## src/rtl/ls_unit_pkg.sv

```systemverilog
// Shared constants for the load/store unit: data widths, opcode encodings,
// memory size codes and FSM state codes.
package ls_unit_pkg;

  localparam int DATA_WIDTH   = 32;
  localparam int ADDR_WIDTH   = 32;
  localparam int OPENUM_WIDTH = 3;
  localparam int ROB_ID_WIDTH = 4;

  typedef logic [DATA_WIDTH-1:0]   data_t;
  typedef logic [ADDR_WIDTH-1:0]   addr_t;
  typedef logic [OPENUM_WIDTH-1:0] openum_t;
  typedef logic [ROB_ID_WIDTH-1:0] robId_t;

  // Loads occupy the codes up to OPENUM_LHU; everything above is a store.
  localparam openum_t OPENUM_LB  = 3'd0;
  localparam openum_t OPENUM_LH  = 3'd1;
  localparam openum_t OPENUM_LW  = 3'd2;
  localparam openum_t OPENUM_LBU = 3'd3;
  localparam openum_t OPENUM_LHU = 3'd4;
  localparam openum_t OPENUM_SB  = 3'd5;
  localparam openum_t OPENUM_SH  = 3'd6;
  localparam openum_t OPENUM_SW  = 3'd7;

  localparam logic [1:0] MEM_BYTE = 2'd0;
  localparam logic [1:0] MEM_HALF = 2'd1;
  localparam logic [1:0] MEM_WORD = 2'd2;

  typedef enum logic [1:0] {
    ST_IDLE     = 2'd0,
    ST_WAIT_MEM = 2'd1,
    ST_REPLY    = 2'd2
  } state_e;

  localparam robId_t ZERO_ROB  = '0;
  localparam data_t  ZERO_WORD = '0;

  function automatic logic isLoad(input openum_t op);
    return op <= OPENUM_LHU;
  endfunction

endpackage

```

## src/rtl/ls_unit_extend.sv

```systemverilog
// Narrows raw memory read data to the load width and sign- or zero-extends
// it back to a full word.
module ls_extend
  import ls_unit_pkg::*;
(
  input  openum_t op_i,
  input  data_t   raw_i,
  output data_t   ext_o
);

  always_comb begin
    ext_o = raw_i;
    case (op_i)
      OPENUM_LB:  ext_o = {{24{raw_i[7]}}, raw_i[7:0]};
      OPENUM_LBU: ext_o = {24'd0, raw_i[7:0]};
      OPENUM_LH:  ext_o = {{16{raw_i[15]}}, raw_i[15:0]};
      OPENUM_LHU: ext_o = {16'd0, raw_i[15:0]};
      default:    ext_o = raw_i;
    endcase
  end

endmodule

```

## src/rtl/ls_unit.sv

```systemverilog
// Load/store unit: runs one memory operation at a time against the memory
// controller and broadcasts extended load results on the LS-unit CDB.
module ls_unit
  import ls_unit_pkg::*;
(
  input  logic    clk,
  input  logic    rst,
  input  logic    rdy,
  input  logic    enable_signal_from_lsb,
  input  openum_t openum_from_lsb,
  input  addr_t   mem_address_from_lsb,
  input  data_t   stored_data_from_lsb,
  input  robId_t  rob_id_from_lsb,
  output logic    busy_signal_to_lsb,
  output logic    mem_req_valid,
  output logic    mem_req_write,
  output logic [1:0] mem_req_size,
  output addr_t   mem_req_addr,
  output data_t   mem_req_data,
  input  logic    mem_done,
  input  data_t   mem_rdata,
  output logic    valid_signal_to_cdb,
  output robId_t  rob_id_to_cdb,
  output data_t   result_to_cdb,
  input  logic    misbranch_flag
);

  state_e     state_q, state_d;
  logic       kill_q, kill_d;
  openum_t    op_q;
  addr_t      addr_q;
  data_t      data_q;
  robId_t     robId_q;
  logic       write_q;
  logic [1:0] size_q;
  data_t      result_q;

  logic       reqIsLoad;
  logic       accept;
  logic       loadDone;
  logic [1:0] reqSize;
  data_t      extData;

  // A load issued in the same cycle as a flush is on the wrong path; stores are post-commit.
  assign reqIsLoad = isLoad(openum_from_lsb);
  assign accept    = (state_q == ST_IDLE) && enable_signal_from_lsb
                     && !(reqIsLoad && misbranch_flag);
  assign loadDone  = (state_q == ST_WAIT_MEM) && mem_done && !write_q;

  always_comb begin
    reqSize = MEM_WORD;
    case (openum_from_lsb)
      OPENUM_LB, OPENUM_LBU, OPENUM_SB: reqSize = MEM_BYTE;
      OPENUM_LH, OPENUM_LHU, OPENUM_SH: reqSize = MEM_HALF;
      default:                          reqSize = MEM_WORD;
    endcase
  end

  ls_extend u_extend (
    .op_i  (op_q),
    .raw_i (mem_rdata),
    .ext_o (extData)
  );

  always_ff @(posedge clk) begin
    if (!rst) begin
      state_q <= ST_IDLE;
      kill_q  <= 1'b0;
    end else if (rdy) begin
      state_q <= state_d;
      kill_q  <= kill_d;
    end
  end

  always_comb begin
    state_d = state_q;
    kill_d  = kill_q;
    case (state_q)
      ST_IDLE: begin
        kill_d = 1'b0;
        if (accept) state_d = ST_WAIT_MEM;
      end
      ST_WAIT_MEM: begin
        if (!write_q && misbranch_flag) kill_d = 1'b1;
        if (mem_done) begin
          kill_d = 1'b0;
          if (write_q || kill_q || misbranch_flag) state_d = ST_IDLE;
          else                                     state_d = ST_REPLY;
        end
      end
      ST_REPLY: state_d = ST_IDLE;
      default:  state_d = ST_IDLE;
    endcase
  end

  always_ff @(posedge clk) begin
    if (!rst) begin
      op_q     <= OPENUM_LB;
      addr_q   <= '0;
      data_q   <= ZERO_WORD;
      robId_q  <= ZERO_ROB;
      write_q  <= 1'b0;
      size_q   <= MEM_BYTE;
      result_q <= ZERO_WORD;
    end else if (rdy) begin
      if (accept) begin
        op_q    <= openum_from_lsb;
        addr_q  <= mem_address_from_lsb;
        data_q  <= stored_data_from_lsb;
        robId_q <= rob_id_from_lsb;
        write_q <= !reqIsLoad;
        size_q  <= reqSize;
      end
      if (loadDone) result_q <= extData;
    end
  end

  always_comb begin
    busy_signal_to_lsb  = (state_q != ST_IDLE) || enable_signal_from_lsb;
    mem_req_valid       = (state_q == ST_WAIT_MEM);
    valid_signal_to_cdb = (state_q == ST_REPLY) && !misbranch_flag;
    mem_req_write       = write_q;
    mem_req_size        = size_q;
    mem_req_addr        = addr_q;
    mem_req_data        = data_q;
    rob_id_to_cdb       = robId_q;
    result_to_cdb       = result_q;
  end

endmodule

```

## config.mk

```make
export PLATFORM = sky130hd
export DESIGN_NAME = ls_unit
export DESIGN_NICKNAME = d
export VERILOG_FILES = /design/src/rtl/ls_unit_pkg.sv /design/src/rtl/ls_unit_extend.sv /design/src/rtl/ls_unit.sv
export SDC_FILE = /design/constraint.sdc
export NUM_CORES = 1
export LEC_CHECK = 0
export BUFFER_PORTS_ARGS = -buffer_cell sky130_fd_sc_hd__buf_2
export CORE_MARGIN = 2
export CORE_UTILIZATION = 35
export CTS_CLUSTER_DIAMETER = 120
export DETAILED_ROUTE_END_ITERATION = 16
export PLACE_DENSITY_LB_ADDON = 0.15
export SLEW_MARGIN = 20
export SYNTH_ARGS = -nofsm -noshare
export SYNTH_HDL_FRONTEND = slang
export SYNTH_SLANG_ARGS = --single-unit
```

## constraint.sdc

```tcl
create_clock -name clk -period 1.68 [get_ports clk]
set_input_delay 0.252 -clock clk [delete_from_list [all_inputs] [get_ports clk]]
set_output_delay 0.252 -clock clk [all_outputs]
set_load 0.02 [all_outputs]
```

==> results.cfg, run 1 <==
[status]
outcome = finished, final reports clean

[clocking]
cts.sink_count = 109
h-tree-depth = 3
cts_buffers = 9
clock-root-buffer = clkbuf_16
tritoncts = built
cts_buffer_depth = 2
clk_pin_slew_ns = 0.07
clk_latency_ns = 0.34
postCtsSetupBuffers = 0

[pwr]
switchingPower_mw = 1.48
finalPower_mw = 5.81
p_comb_share_pct = 13.6
cellPowerDensity_mw_per_mm2 = 952
switching_share_pct = 25.5
peakVddDrop_uv = 423
p_clk_share_pct = 39.3
seqPwrFrac_pct = 47.1
p_leak_nw = 2.72
cell_internal_pwr_mw = 4.32

[global_route]
grt_max_degree = 75
antenna_found_initial = 0
grt_pass1_wl_um = 18200
grt_overflow = 0
first_global_vias = 3889
grt_util_all_layers_pct = 16.5

[timing]
setup_viol = 0
tns_ns = 0
period_minus_slack_ns = 1.62
tightest_slew_ns = 0.533
fin_skew_ns = 0.00925
slew_headroom_pct = 64.0
drv_slew = 0
rsz0062_at_grt = false
hold_violations = 0
max_freq_mhz = 617
post-route-period-util_pct = 96.5

[detailed_routing]
antenna_left = 0
num_vias = 4152
dr.pass1.iters = 4
wl_per_cell_um = 13.3
drc = 0
routed_via_density = 4.72
wl_um = 11700
drtIter0Drc = 186

[logic_synthesis]
syn_inst = 509
synth_area_leader_cell = dfxtp_1
synth_ff_type = dfxtp_1
ys_seq_area_share_pct = 48.8
synth_top_cells_by_area = dfxtp_1 49%, mux2i_1 16%, nand2_1 13%
synthesis.nets = 618
synth_cell_type_count = 36
synth_edf_count = 0
syn_area_per_cell_um2 = 8.78
yosys_warnings = 0
yosysTopAreaCellShare_pct = 48.8
synthArstFlopShare_pct = 0
synth_seq_cells = 109
syn_area_mm2 = 0.00447

[worst_setup_path]
arrival_ns = 1.37
critical_path_class = reg2out
crit_fanout = 6
critPathRequiredTime_ns = 1.43
crit_path_start_kind = flip-flop
worst_setup_path_end_kind = output pin

[floorplan]
coreArea_mm2 = 0.0126
start_util_pct = 35.6
die_h_um = 117
die_area_mm2 = 0.0137
rows = 41
io_pins = 215
die_x_um = 117

[cells_and_area]
diodes = 0
drive_gt1_share_pct = 35.4
final_util_pct = 48.5
nets = 811
syn_to_final_growth_pct = 36.4

[placed_design]
gp_congestion = 0.752
io_buffer_count = 214
post-dp-hpwl_um = 8370

[flow_run]
maxCapViolCount = 0

[hold_path]
hold_class = in2reg
cells by family after synthesis:
kind of cell / Yosys count / synth area share, %
mux: 72 / 16.2
flops: 109 / 48.8
xor+xnor: 1 / 0.196
simple gates: 193 / 18.3
buf+inv: 47 / 4.56
compound gates: 87 / 11.9
critical path: stages, from the launching register on:
cell and delay (ns):
dfxtp_4 0.36, buf_4 0.15, or3_4 0.38, buf_6 0.14
synth_stat cells (all sizes together) (3+ instances only):
master / instances
nand3: 8
nand2: 159
a21oi: 36
dfxtp: 109
nor2b: 3
a311oi: 17
nor3: 4
mux2i: 71
or3: 3
o21ai: 21
buf: 13
a211oi: 8
clkbuf: 31
final timing paths:
| check | from | slack, ns | end | cells after the start |
|---|---|---|---|---|
| max | state_q[1] | 0.06 | busy_signal_to_lsb | 3 |
| min | mem_address_from_lsb[14] | 0.15 | mem_req_addr[14] | 3 |
| max reg2reg | state_q[0] | 0.12 | mem_req_addr[1] | 4 |
| min reg2reg | mem_req_data[15] | 0.45 | mem_req_data[15] | 2 |
registers in the layout, indices dropped and copies added (netlist names):
register and flops:
kill_q 1, mem_req_addr 32, mem_req_data 32, mem_req_size 2, mem_req_write 1, op_q 3, result_to_cdb 32, rob_id_to_cdb 4
state_q 2
power groups by stage:
stage               clock, mW  combinational (mW)  sequential [mW]
floorplan                   0               0.352             2.91
global placement            0               0.779             2.79
detailed placement          0               0.791             2.80
CTS                      2.35               0.792             2.74
global route             2.46               0.868             2.75
finish                   2.28               0.790             2.74
repair_timing:
item | CTS | global route
gates resized for setup | 0 | 7
hold buffers | 0 | 0
endpoints found under the setup margin | 0 | 12
metrics by stage:
stage | instance area (um^2) | std cells | hold slack [ns] | setup slack, ns
after floorplan | 4470 | 509 | 0.368 | 0.0913
after global placement | 5750 | 863 | 0.439 | 0.135
after detailed placement | 5750 | 863 | 0.445 | 0.0487
after CTS | 6070 | 879 | 0.137 | 0.0139
after global routing | 6100 | 879 | 0.138 | 0.0140
final | 6100 | 879 | 0.147 | 0.0586
layout by cell type (no fill, tap or decap), types with 3 or more instances in the layout:
cell,n
a311oi_1,17
a211oi_1,8
o21ai_0,21
nor2b_1,3
a21oi_1,35
buf_12,6
buf_2,212
buf_4,7
nand3_1,8
mux2i_1,71
nor3_1,3
nand2_1,159
clkbuf_16,9
dfxtp_1,108
final cells by class:
cell class,count,area [um^2]
Fill cell,1226,6470
Multi-Input combinational cell,353,2120
Inverter,3,11.3
Clock buffer,9,225
Clock inverter,7,97.6
Sequential cell,109,2190
Tap cell,172,215
Timing Repair Buffer,226,1240
metal layers:
layer	vias up	wire (um)	GRT usage (%)
li1	2114	-	-
met2	132	5550	27.7
met4	0	127	4.16
met1	1899	5030	19.7
met3	7	1010	6.90
met5	-	0	0
(Power assumes the default switching activity.)
==> run 2: changes to the inputs <==
- PLACE_DENSITY: unset -> 0.77
- PLACE_DENSITY_LB_ADDON: 0.15 -> unset
==> results.cfg, run 2 (synthesized netlist as in run 1, its figures left out) <==
[detailed_routing]
drtIter0Drc = 178
antenna_left = 0
routed_via_density = 4.67
drc = 0
wl_per_cell_um = 12.6
wl_um = 11100
num_vias = 4130
dr.pass1.iters = 4

[worst_setup_path]
arrival_ns = 1.36
path_buf_inv = 2
crit_family = simple AND/OR/NAND/NOR gates
crit_fanout = 6
crit_slowest_cell = or3_1
worst_setup_path_end_kind = output pin
crit_path_start_kind = flip-flop
critical_path_class = reg2out
crit_path_cell_trace = buf_4, or3_1, buf_2
slowest_delay_ns = 0.35
critPathRequiredTime_ns = 1.43

[flow_run]
maxCapViolCount = 0

[global_route]
grt_pass1_wl_um = 16800
grt_util_all_layers_pct = 15.4
grt_overflow = 0
first_global_vias = 3716
grt_max_degree = 63
antenna_found_initial = 0

[cells_and_area]
diodes = 0
layout_common_cells = 213 x buf_2, 159 x nand2_1, 108 x dfxtp_1
final_util_pct = 48.5
syn_to_final_growth_pct = 36.4
layout_commonest_cell = buf_2
fin_area_mm2 = 0.00610
drive_gt1_share_pct = 35.5
nets = 817

[floorplan]
start_util_pct = 35.6
die_x_um = 117
rows = 41
die_area_mm2 = 0.0137
io_pins = 215
coreArea_mm2 = 0.0126
die_h_um = 117

[clocking]
h-tree-depth = 3
clock-root-buffer = clkbuf_16
clk_latency_ns = 0.35
postCtsSetupBuffers = 0
clk_pin_slew_ns = 0.07
cts_buffer_depth = 2
cts_hold_buf = 0
cts_resized = 0
cts.sink_count = 109
cts_buffers = 9
tritoncts = built

[hold_path]
hold_class = in2reg

[timing]
slew_headroom_pct = 62.6
fin_skew_ns = 0.00550
post-route-period-util_pct = 95.8
period_minus_slack_ns = 1.61
hold_violations = 0
drv_slew = 0
tightest_slew_ns = 0.561
setup_viol = 0
tns_ns = 0
max_freq_mhz = 621
rsz0062_at_grt = false

[pwr]
cell_internal_pwr_mw = 4.34
peakVddDrop_uv = 857
switching_share_pct = 24.8
p_clk_share_pct = 39.1
cellPowerDensity_mw_per_mm2 = 948
seqPwrFrac_pct = 47.3
p_leak_nw = 2.74
switchingPower_mw = 1.44
p_comb_share_pct = 13.6

[placed_design]
io_buffer_count = 214
gp_congestion = 0.789
post-dp-hpwl_um = 7860
place_area_mm2 = 0.00578

[status]
outcome = finished, final reports clean
## run 2: changes by cell type in the layout (fill, tap and decap cells not counted), sizes merged
cell / before / now
clkbuf: 9 / 10
clkinvlp: 2 / 0
inv: 3 / 2
clkinv: 3 / 4
buf: 226 / 232
## run 2: path summary, 6_finish.rpt
check	end	depth (start not counted)	startpoint	slack (ns)
setup / recovery	busy_signal_to_lsb	3	state_q[1]	0.07
hold / removal	mem_req_data[24]	3	stored_data_from_lsb[24]	0.14
setup reg to reg	result_to_cdb[22]	5	state_q[1]	0.13
hold reg to reg	mem_req_data[8]	2	mem_req_data[8]	0.45
## run 2: power groups by stage
stage          logic, mW  registers [mW]  clock network, mW
2_1_floorplan      0.352            2.91                  0
3_3_place_gp       0.787            2.79                  0
3_5_place_dp       0.795            2.79                  0
4_1_cts            0.796            2.73               2.32
5_1_grt            0.864            2.75               2.43
6_report           0.788            2.73               2.26
## run 2: per-layer routing
layer | wire, um | GRT usage, % | up-vias | part of all wire, %
met1 | 4830 | 17.3 | 1869 | 44
met3 | 787 | 6.18 | 5 | 7.1
met2 | 5380 | 27.1 | 128 | 48
met5 | 0 | 0 | - | 0
met4 | 105 | 4.24 | 0 | 0.95
li1 | - | - | 2128 | -
## run 2: final cells by class
| type | count | area [um^2] |
|---|---|---|
| clock buffer | 10 | 239 |
| clock inverter | 5 | 75.1 |
| fill | 1185 | 6470 |
| inverter | 3 | 11.3 |
| multi-input combinational | 353 | 2100 |
| sequential | 109 | 2180 |
| tap | 172 | 215 |
| timing repair buffer | 232 | 1270 |
## run 2: worst register-to-register path: cells and delay by family, from the launching register on
kind	cells	cell delay, ns
simple gates	2	0.52
buf+inv	2	0.42
flops	1	0.34
compound gates	1	0.12
## run 2: per-stage QoR
stage	total power [mW]	std cells	setup slack [ns]	hold slack (ns)
2_1_floorplan	3.26	509	0.0913	0.368
3_3_place_gp	3.58	869	0.113	0.440
3_5_place_dp	3.59	869	0.0716	0.446
4_1_cts	5.85	884	0.0297	0.127
5_1_grt	6.04	884	0.0114	0.126
6_report	5.78	884	0.0704	0.142
==> run 3: changes to the inputs <==
- ABC_CLOCK_PERIOD_IN_PS: unset -> 1680
- CORE_ASPECT_RATIO: unset -> 0.6
- SKIP_LAST_GASP: unset -> 1
==> results.cfg, run 3 (synthesized netlist as in run 1, its figures left out) <==
[status]
outcome = finished, final reports clean

[floorplan]
die_x_um = 150
die_h_um = 91.5
start_util_pct = 36.5
die_area_mm2 = 0.0137
coreArea_mm2 = 0.0123
rows = 31
io_pins = 215

[worst_setup_path]
timing.rr.start = op_q[0]
arrival_ns = 1.37
crit_slowest_cell = or3_1
slowest_delay_ns = 0.37
startpoint = state_q[1]
crit_path_cell_trace = buf_4, or3_1, buf_2
crit_path_start_kind = flip-flop
critical_path_class = reg2out
crit_fanout = 7
critPathRequiredTime_ns = 1.43
worst_setup_path_end_kind = output pin

[clocking]
clk_pin_slew_ns = 0.08
cts.sink_count = 109
clk_latency_ns = 0.34
cts_hold_buf = 0
cts_buffers = 9
cts_buffer_depth = 2
postCtsSetupBuffers = 0
h-tree-depth = 3
tritoncts = built
cts_resized = 0
clock-root-buffer = clkbuf_16

[cells_and_area]
nets = 827
final_cells = 888
diodes = 0
syn_to_final_growth_pct = 38.8
drive_gt1_share_pct = 36.4
layout_commonest_cell = buf_2
layout_common_cells = 213 x buf_2, 159 x nand2_1, 109 x dfxtp_1

[timing]
rsz0062_at_grt = false
setup_viol = 0
max_freq_mhz = 615
drv_slew = 0
post-route-period-util_pct = 96.8
timing.hold.ws_ns = 0.146
tns_ns = 0
hold_violations = 0
tightest_slew_ns = 0.572
slew_headroom_pct = 61.9
fin_skew_ns = 0.00570
period_minus_slack_ns = 1.63

[flow_run]
maxCapViolCount = 0

[detailed_routing]
wl_per_cell_um = 13.5
dr.pass1.iters = 4
routed_via_density = 4.74
drtIter0Drc = 205
num_vias = 4206
antenna_left = 0
drc = 0
wl_um = 12000

[placed_design]
io_buffer_count = 214
post-dp-hpwl_um = 8810
gp_congestion = 0.808
dp_cells = 872

[pwr]
cell_internal_pwr_mw = 4.29
seqPwrFrac_pct = 47.1
p_leak_nw = 2.80
p_comb_share_pct = 14.4
switching_share_pct = 26.0
switchingPower_mw = 1.51
p_clk_share_pct = 38.6
peakVddDrop_uv = 474
cellPowerDensity_mw_per_mm2 = 935

[global_route]
grt_util_all_layers_pct = 17.0
grt_max_degree = 57
first_global_vias = 3961
antenna_found_initial = 0
grt_pass1_wl_um = 18900
grt_overflow = 0

[hold_path]
min-delay-start = mem_address_from_lsb[9]
hold_class = in2reg
## run 3: worst max-delay path, delay by kind of cell, from the launching register on
kind	cells	cell delay, ns
buffers and inverters	2	0.33
flip-flops	1	0.33
AND/OR/NAND/NOR	1	0.37
## run 3: through the flow
stage | power [mW] | utilization (%) | cell area, um^2 | worst slack, ns
5_1_grt | 6.05 | 50.6 | 6200 | 0.00932
3_3_place_gp | 3.62 | 48.0 | 5880 | 0.198
4_1_cts | 5.87 | 50.6 | 6200 | 0.0408
3_5_place_dp | 3.63 | 48.0 | 5880 | 0.162
2_1_floorplan | 3.26 | - | 4470 | 0.0913
6_report | 5.80 | 50.6 | 6200 | 0.0530
## run 3: cell type report
| class | instances | area [um^2] |
|---|---|---|
| Timing Repair Buffer | 242 | 1380 |
| Clock buffer | 11 | 253 |
| Tap cell | 165 | 206 |
| Sequential cell | 109 | 2180 |
| Clock inverter | 5 | 67.6 |
| Inverter | 3 | 11.3 |
| Multi-Input combinational cell | 353 | 2100 |
| Fill cell | 1163 | 6050 |
## run 3: power by group through the flow
stage | Clock (mW) | Sequential [mW] | Combinational, mW
6_report | 2.24 | 2.73 | 0.833
5_1_grt | 2.40 | 2.74 | 0.907
4_1_cts | 2.30 | 2.73 | 0.840
3_5_place_dp | 0 | 2.79 | 0.838
3_3_place_gp | 0 | 2.79 | 0.827
2_1_floorplan | 0 | 2.91 | 0.352
## run 3: layer usage
metal,vias to the layer above,track usage (%),share of wire (%)
li1,2154,-,-
met1,1907,22.4,47
met2,134,26.7,44
met3,11,6.03,7.9
met4,0,3.77,0.83
met5,-,0,0
## run 3: path summary, 6_finish.rpt
kind,endpoint,slack [ns],cells past startpoint
worst max-delay path,busy_signal_to_lsb,0.05,3
worst min-delay path,mem_req_addr[9],0.15,3
worst max register to register,result_to_cdb[19],0.16,3
worst min register to register,mem_req_addr[21],0.45,2
